**src/rtl/reg_file_16x32.sv**
```systemverilog
// reg_file_16x32: 16x32 register file feeding the ALU Ra/Rb operands, written from Z/MDR writeback
// Ports:
//   clock      rising-edge clock
//   clear      asynchronous active-high reset; zeroes all registers and r0_zero_a
//   wr_en      write enable, sampled on the rising edge
//   wr_addr    destination register index
//   wr_data    write data
//   rd_addr_a  port A index (Ra operand)
//   rd_addr_b  port B index (Rb operand)
//   ba_out     forces port A to zero when it addresses R0 (base-address calculation)
//   rd_data_a  port A combinational read data
//   rd_data_b  port B combinational read data
//   r0_zero_a  registered flag: previous cycle's port A read was zero-gated
module reg_file_16x32 #(
    parameter int DATA_W = 32,
    parameter int DEPTH  = 16,
    parameter int BYPASS = 1,
    localparam int AW    = $clog2(DEPTH)
) (
    input  logic              clock,
    input  logic              clear,
    input  logic              wr_en,
    input  logic [AW-1:0]     wr_addr,
    input  logic [DATA_W-1:0] wr_data,
    input  logic [AW-1:0]     rd_addr_a,
    input  logic [AW-1:0]     rd_addr_b,
    input  logic              ba_out,
    output logic [DATA_W-1:0] rd_data_a,
    output logic [DATA_W-1:0] rd_data_b,
    output logic              r0_zero_a
);
    logic [DATA_W-1:0] regs [DEPTH];
    logic gate_a, fwd_a, fwd_b;
    assign gate_a = ba_out && rd_addr_a == '0;
    assign fwd_a  = BYPASS != 0 && wr_en && wr_addr == rd_addr_a;
    assign fwd_b  = BYPASS != 0 && wr_en && wr_addr == rd_addr_b;
    // clear masks the outputs so a pending write is not forwarded while storage is held at zero
    assign rd_data_a = (clear || gate_a) ? '0 : fwd_a ? wr_data : regs[rd_addr_a];
    assign rd_data_b = clear ? '0 : fwd_b ? wr_data : regs[rd_addr_b];
    always_ff @(posedge clock or posedge clear) begin
        if (clear) begin
            for (int i = 0; i < DEPTH; i++) regs[i] <= '0;
            r0_zero_a <= 1'b0;
        end else begin
            if (wr_en) regs[wr_addr] <= wr_data;
            r0_zero_a <= gate_a;
        end
    end
endmodule

```
**config.mk**
```make
export PLATFORM = sky130hd
export DESIGN_NAME = reg_file_16x32
export DESIGN_NICKNAME = d
export VERILOG_FILES = /design/src/rtl/reg_file_16x32.sv
export SDC_FILE = /design/constraint.sdc
export NUM_CORES = 1
export LEC_CHECK = 0
export CAP_MARGIN = 5
export CORE_MARGIN = 2
export CORE_UTILIZATION = 25
export CTS_CLUSTER_SIZE = 10
export DETAILED_ROUTE_END_ITERATION = 10
export PLACE_DENSITY = 0.52
export RECOVER_POWER = 100
export SETUP_SLACK_MARGIN = 0.4
export SYNTH_ARGS = -nofsm -noshare
export SYNTH_HDL_FRONTEND = slang
export SYNTH_SLANG_ARGS = --single-unit
```
**constraint.sdc**
```tcl
create_clock -name clock -period 22.8 [get_ports clock]
set_input_delay 4.56 -clock clock [delete_from_list [all_inputs] [get_ports clock]]
set_output_delay 4.56 -clock clock [all_outputs]
set_load 0.05 [all_outputs]
```
==> impl_metrics.yaml, run 1 <==
global_routing:
  grt_usage_pct: 16.23
  grt_first_pass_wirelength_mm: 134.8
  grt_max_degree: 98
  grt-ovfl-total: 0
  antenna_found_initial: 2
  first_global_vias: 18800
setup_path:
  rrSetupSlack_ps: 21960
  startpoint: "clear"
  path_max_fanout: 97
  critPathCaptureType: "output port"
  rr_endpoint: "regs[470]"
  max_stage_delay_ps: 3310
  critPathLaunchType: "primary input"
  r2r_cells: 1
  required_ps: 18240
  crit_buf_inv: 4
  slowest_stage: "clkinvlp_2"
  cp_common_cell: "dlygate4sd3_1"
  crit_type: "primary input to output port"
  crit_family: "buffers and inverters"
  arrival_ps: 11770
  r2r_start: "regs[470]"
  crit_chain: "dlygate4sd3_1 -> clkinvlp_2 -> and4_2 -> buf_4 -> a22o_1 -> dlygate4sd3_1"
routing:
  drc_errors: 0
  routed_wirelength_mm: 91.24
  ant_nets: 0
  routedWlPerCell_um: 28.25
  vias_per_cell: 5.417
  vias: 17500
  drtIter0Drc: 1404
  drt-pass1-iter-count: 5
placed_design:
  io_buffer_count: 112
  place_ws_ps: 9868
  placed_cells: 3155
  place_hpwl_mm: 49.25
  place_congestion: 0.7786
cts:
  cts_made_buffers: 59
  cts_root_buf: "clkbuf_16"
  postCtsHoldBufs: 0
  postCtsSetupBuffers: 0
  cts_tree: "yes"
  h-tree-depth: 2
  clkSinkCount: 513
  cts.path.max_buffers: 3
  post_cts_resized: 0
  clkSlewWorstSetupHoldPaths_ps: 50
  clk_latency_ps: 600
final_layout:
  fin_cells: 3230
  diodes: 0
  fin_util_pct: 28.74
  multi_input_area_um2: 13730
  area.sequential_um2: 12840
  final_nets: 1850
  drive_gt1_share_pct: 39.43
  fill_cells: 10820
  final_cell_mix: "dfrtp_1 (513), mux2_2 (351), mux4_2 (256)"
  final_common_cell: "dfrtp_1"
  area_delta_synth_final_pct: 14.09
floorplan:
  start_util_pct: 25.19
  die_w_um: 335.2
  design.core.area_um2: 108900
  io-pin-count: 113
  die_h_um: 335.2
  die-area_um2: 112300
  num_rows: 121
synth:
  yosysWarningCount: 0
  yosysUniqueCellTypes: 30
  synthCells: 1779
  ys_seq_elements: 513
  synth.area.top_cells: "dfrtp_1 (47%), mux4_2 (21%), mux2_2 (14%), mux2_1 (6.6%), a22oi_1 (3.5%)"
  syn-num-nets: 1827
  syn_area_per_cell_um2: 15.41
  synth_top_cell_by_area: "dfrtp_1"
  synthDominantCellAreaShare_pct: 46.82
  synth_area_um2: 27420
  synth.yosys.seq_area_share_pct: 46.82
power:
  power_density_nw_per_um2: 90.43
  clkPwrFrac_pct: 29.5
  seqPwrFrac_pct: 45.5
  switching_share_pct: 29.67
  power_frac_comb_pct: 25.0
  totalPowerFinal_uw: 2829
  max-vdd-ir-drop_v: 0.00005838
  net-switching-power_uw: 839.1
  intPower_uw: 1989
  p_leak_uw: 0.01260
timing:
  finalCritPeriodShare_pct: 71.64
  final_hold_viol_count: 0
  setup_viol: 0
  fin_setup_tns_ps: 0
  max_slew_margin_pct: -199.3
  worst_clock_skew_ps: 0
  tightest_slew_ps: 4464
  fin_crit_ps: 16330
  fmax_mhz: 61.22
  setup_ws_ps: 6466
  rsz0062_at_grt: "false"
  drv_slew: 1062
min_path:
  whs_path_depth: 1
  holdPathEnd: "regs[219]"
  min_from: "regs[219]"
  hp-class: "register to register"
outcome:
  status: "complete, but fails checks"
  violations: "capacitance limit, slew limit"
job:
  maxCapViolCount: 26
[per-stage QoR]
step	instance area [µm²]	hold slack, ps
finish	31280	508.6
detailed placement	29840	494.5
floorplan	27420	469.7
CTS	31420	507.2
global route	31280	530.7
global placement	29840	487.5
[cell type report]
type,instances,area share [%]
clock buffers,72,4.972
clock inverters,3,0.07200
inverters,2,0.02800
multi-input cells,1073,43.91
flip-flops and latches,513,41.04
well taps,1414,5.656
repair buffers,153,4.324
[Yosys cell counts, drive strengths merged]
cell type / number
dfrtp: 513
mux2: 512
mux4: 256
a22oi: 128
buf: 111
clkbuf: 80
nand2: 66
a22o: 64
nor2: 12
nand2b: 6
xor2: 6
nor2b: 4
nor3: 3
a31oi: 2
and2: 2
inv: 2
nand3b: 2
nor4: 2
or3: 2
xnor2: 2
and4: 1
nand3: 1
nor4bb: 1
o41ai: 1
[state kept, by name (all words and copies together) (netlist names)]
signal and count:
regs 512, r0_zero_a 1
[routing by layer]
layer	GRT usage (%)	vias to the layer above	share of wire, %
met3	3.378	175	7.0
met2	25.27	677	46
met1	22.62	9649	44
li1	-	6996	-
met4	5.028	0	3.1
met5	0	-	0
[how the worst max path moves through the flow]
stage | endpoint | slack [ps] | cells past startpoint
after floorplan | rd_data_a[0] | 430 | 5
after global placement | rd_data_a[11] | 9940 | 7
after detailed placement | rd_data_a[31] | 9870 | 7
after CTS | rd_data_a[31] | 9860 | 7
after global routing | rd_data_b[18] | 5350 | 6
final | rd_data_b[18] | 6470 | 6
[power groups by stage]
stage	Sequential, µW	Clock [µW]	Combinational (µW)
floorplan	1230	0	555
global placement	1280	0	704
detailed placement	1300	0	721
CTS	1280	857	724
global route	1310	894	756
finish	1290	834	707
[kinds of logic after synthesis]
group | share of synthesized area (%)
buf+inv | 3.587
xor+xnor | 0.2556
flops | 46.82
compound gates | 5.627
mux | 42.06
simple gates | 1.652
(Power assumes the default switching activity.)
==> inputs of run 2 (changes only) <==
PLACE_DENSITY = 0.51   (was 0.52)
clock period = 16.55 ns   (was 22.8 ns; I/O delays follow)
==> impl_metrics.yaml, run 2 (synthesis gave the netlist of run 1 again) <==
setup_path:
  slowest_stage: "clkbuf_1"
  crit_family: "buffers and inverters"
  arrival_ps: 10080
  rrSetupSlack_ps: 15710
  path_max_fanout: 73
  max_stage_delay_ps: 2940
  critPathCaptureType: "output port"
  crit_buf_inv: 4
  crit_chain: "buf_6 -> clkbuf_1 -> o41ai_1 -> nor4bb_4 -> buf_4 -> a22o_1 -> dlygate4sd3_1"
  crit_type: "primary input to output port"
  required_ps: 13240
  critPathLaunchType: "primary input"
outcome:
  status: "complete, but fails checks"
  violations: "capacitance limit, slew limit"
timing:
  final_hold_viol_count: 0
  finalCritPeriodShare_pct: 80.93
  setup_viol: 0
  max_slew_margin_pct: -180.2
  worst_clock_skew_ps: 0
  fin_crit_ps: 13390
  rsz0062_at_grt: "false"
  fmax_mhz: 74.66
  tightest_slew_ps: 4202
  fin_setup_tns_ps: 0
  drv_slew: 880
floorplan:
  io-pin-count: 113
  start_util_pct: 25.19
  num_rows: 121
  die_w_um: 335.2
  die_h_um: 335.2
  die-area_um2: 112300
  design.core.area_um2: 108900
final_layout:
  drive_gt1_share_pct: 39.58
  fin_cells: 3228
  area_delta_synth_final_pct: 14.27
  final_cell_mix: "dfrtp_1 (513), mux2_2 (352), mux4_2 (256)"
  diodes: 0
  largest_reg_flops: 512
  final_nets: 1849
  final_common_cell: "dfrtp_1"
  top_register: "regs"
  largestRegisters: "regs (512), r0_zero_a (1)"
job:
  maxCapViolCount: 22
placed_design:
  placed_cells: 3155
  place_hpwl_mm: 48.95
  io_buffer_count: 112
  place_congestion: 0.7573
cts:
  clk_latency_ps: 610
  cts.path.max_buffers: 3
  cts_root_buf: "clkbuf_16"
  clkSinkCount: 513
  cts_tree: "yes"
  postCtsSetupBuffers: 0
  clkSlewWorstSetupHoldPaths_ps: 50
  cts_made_buffers: 58
  post_cts_resized: 0
  h-tree-depth: 2
  postCtsHoldBufs: 0
power:
  power_density_nw_per_um2: 124.8
  seqPwrFrac_pct: 45.3
  p_leak_uw: 0.01260
  max-vdd-ir-drop_v: 0.00008452
  clkPwrFrac_pct: 29.8
  switching_share_pct: 29.67
  power_frac_comb_pct: 24.9
  net-switching-power_uw: 1160
  intPower_uw: 2750
global_routing:
  grt_max_degree: 165
  grt_usage_pct: 16.27
  antenna_found_initial: 0
  grt_first_pass_wirelength_mm: 134.3
  grt-ovfl-total: 0
  first_global_vias: 18610
routing:
  vias: 17400
  routed_wirelength_mm: 90.91
  ant_nets: 0
  vias_per_cell: 5.391
  drc_errors: 0
  drt-pass1-iter-count: 5
  drtIter0Drc: 1483
  routedWlPerCell_um: 28.16
min_path:
  hp-class: "register to register"
## run 2: power groups by stage
stage          clock (µW)  combinational, µW  sequential, µW
6_report             1160                974            1770
5_1_grt              1250               1040            1810
4_1_cts              1200                992            1760
3_5_place_dp            0                989            1780
3_3_place_gp            0                969            1760
2_1_floorplan           0                765            1700
## run 2: area by class of cell
class / instances / area, µm²
sequential: 513 / 12840
clock inverter: 2 / 10.01
timing repair buffer: 153 / 1369
fill: 10750 / 77520
tap: 1414 / 1769
clock buffer: 71 / 1574
inverter: 2 / 8.758
multi-input combinational: 1073 / 13760
## run 2: metrics by stage
step	hold slack (ps)	power (µW)	util, %	setup slack, ps	area, µm²
final	502.6	3910	28.78	3156	31330
after global routing	521.5	4099	28.78	2643	31330
after CTS	503.6	3954	28.88	5500	31430
after detailed placement	492.3	2774	27.42	5534	29850
after global placement	484.7	2731	27.42	5656	29850
after floorplan	469.7	2467	-	481.5	27420
## run 2: metal layers
layer	track usage, %	share of wire (%)	vias up
met5	0	0	-
met4	5.400	3.2	0
met3	3.257	6.5	177
met2	25.62	46	651
met1	22.36	44	9575
li1	-	-	6998
## run 2: path summary, 6_finish.rpt
kind / cells past startpoint / end / start
setup reg to reg: 1 / regs[340] / regs[340]
hold reg to reg: 1 / regs[223] / regs[223]
min in group asynchronous: 2 / regs[497] / clear
setup / recovery: 7 / rd_data_a[29] / rd_addr_a[2]
max in group asynchronous: 5 / regs[442] / clear
hold / removal: 1 / regs[223] / regs[223]
==> inputs of run 3 (changes only) <==
clock period = 13.7 ns   (was 16.55 ns; I/O delays follow)
==> impl_metrics.yaml, run 3 (synthesis gave the netlist of run 1 again) <==
global_routing:
  grt_busiest_layer: "met2"
  use_met2_pct: 25.52
  grt_max_degree: 171
  first_global_vias: 18750
  grt_usage_pct: 15.98
  grt_first_pass_wirelength_mm: 132.5
  met3_usage_pct: 3.020
  grt-ovfl-total: 0
  antenna_found_initial: 4
  use_met1_pct: 21.62
floorplan:
  die_h_um: 335.2
  design.core.area_um2: 108900
  die-area_um2: 112300
  io-pin-count: 113
  start_util_pct: 25.19
  num_rows: 121
  die_w_um: 335.2
power:
  totalPowerFinal_uw: 4722
  max-vdd-ir-drop_v: 0.00008997
  p_leak_uw: 0.01277
  power_frac_comb_pct: 25.4
  clkPwrFrac_pct: 29.4
  seqPwrFrac_pct: 45.2
  switching_share_pct: 29.61
  net-switching-power_uw: 1398
  intPower_uw: 3324
  power_density_nw_per_um2: 149.4
routing:
  ant_nets: 0
  routedWlPerCell_um: 27.65
  drc_errors: 0
  drtIter0Drc: 1548
  vias_per_cell: 5.345
  routed_wirelength_mm: 89.25
  drt-pass1-iter-count: 5
  vias: 17260
cts:
  postCtsHoldBufs: 0
  clkSinkCount: 513
  cts_root_buf: "clkbuf_16"
  cts_made_buffers: 58
  cts.path.max_buffers: 3
  clkSlewWorstSetupHoldPaths_ps: 60
  post_cts_resized: 0
  cts_tree: "yes"
  h-tree-depth: 2
  clk_latency_ps: 630
  postCtsSetupBuffers: 0
final_layout:
  fill_cells: 10730
  top_register: "regs"
  final_common_cell: "dfrtp_1"
  final_cell_mix: "dfrtp_1 (513), mux2_2 (351), mux4_2 (256)"
  drive_gt1_share_pct: 42.78
  fin_cells: 3228
  largestRegisters: "regs (512), r0_zero_a (1)"
  largest_reg_flops: 512
  diodes: 0
  area_delta_synth_final_pct: 15.26
  final_nets: 1850
setup_path:
  r2r_cells: 1
  crit_type: "primary input to output port"
  crit_cells: 8
  crit_buf_inv: 5
  max_stage_delay_ps: 2170
  crit_family: "buffers and inverters"
  path_max_fanout: 64
  critPathLaunchType: "primary input"
  slowest_stage: "a31oi_1"
  critPathCaptureType: "output port"
  arrival_ps: 8530
  required_ps: 10960
  crit_chain: "dlygate4sd3_1 -> clkinvlp_4 -> buf_4 -> o41ai_1 -> a31oi_1 -> buf_4 -> a22o_1 -> dlygate4sd3_1"
placed_design:
  place_hpwl_mm: 49.21
  place_ws_ps: 3933
  place_congestion: 0.7391
  placed_cells: 3156
  io_buffer_count: 112
timing:
  finalCritPeriodShare_pct: 82.25
  fin_crit_ps: 11270
  max_slew_margin_pct: -191.0
  setup_viol: 0
  setup_ws_ps: 2432
  fmax_mhz: 88.74
  worst_clock_skew_ps: 0
  final_hold_viol_count: 0
  drv_slew: 888
  tightest_slew_ps: 4365
  rsz0062_at_grt: "false"
outcome:
  violations: "capacitance limit, slew limit"
  status: "complete, but fails checks"
min_path:
  whs_path_depth: 1
  hp-class: "register to register"
job:
  maxCapViolCount: 26
==> run 3: final cells by class <==
cell class / instances / area, µm² / area share, %
multi-input cells: 1073 / 14030 / 44.41
flip-flops and latches: 513 / 12840 / 40.62
well taps: 1414 / 1769 / 5.599
clock buffers: 67 / 1495 / 4.732
repair buffers: 154 / 1385 / 4.383
clock inverters: 5 / 68.82 / 0.2178
inverters: 2 / 11.26 / 0.03564
==> run 3: metrics by stage <==
step / area (µm²) / hold slack (ps) / TNS [ps] / utilization (%)
4_1_cts: 31740 / 510.4 / 0 / 29.16
6_report: 31600 / 511.0 / 0 / 29.03
2_1_floorplan: 27790 / 469.7 / -37220 / -
3_3_place_gp: 30180 / 486.7 / 0 / 27.73
3_5_place_dp: 30180 / 495.5 / 0 / 27.73
5_1_grt: 31600 / 529.4 / 0 / 29.03
==> run 3: final timing paths <==
| check | from | end | slack [ps] |
|---|---|---|---|
| max in group asynchronous | clear | regs[94] | 5250 |
| worst max-delay path | clear | rd_data_a[0] | 2430 |
| worst min register to register | regs[349] | regs[349] | 510 |
| min in group asynchronous | clear | regs[497] | 2980 |
| worst min-delay path | regs[349] | regs[349] | 510 |
| worst max register to register | regs[304] | regs[304] | 12860 |
==> run 3: metal layers <==
metal	share of wire, %	vias up
li1	-	7023
met1	44	9453
met2	47	597
met3	5.6	178
met4	3.4	4
met5	0.030	-
==> run 3: power groups by stage <==
stage	Clock (µW)	Combinational, µW	Sequential [µW]
detailed placement	0	1210	2150
global placement	0	1190	2130
CTS	1430	1220	2130
global route	1490	1280	2180
finish	1390	1200	2140
floorplan	0	951	2060
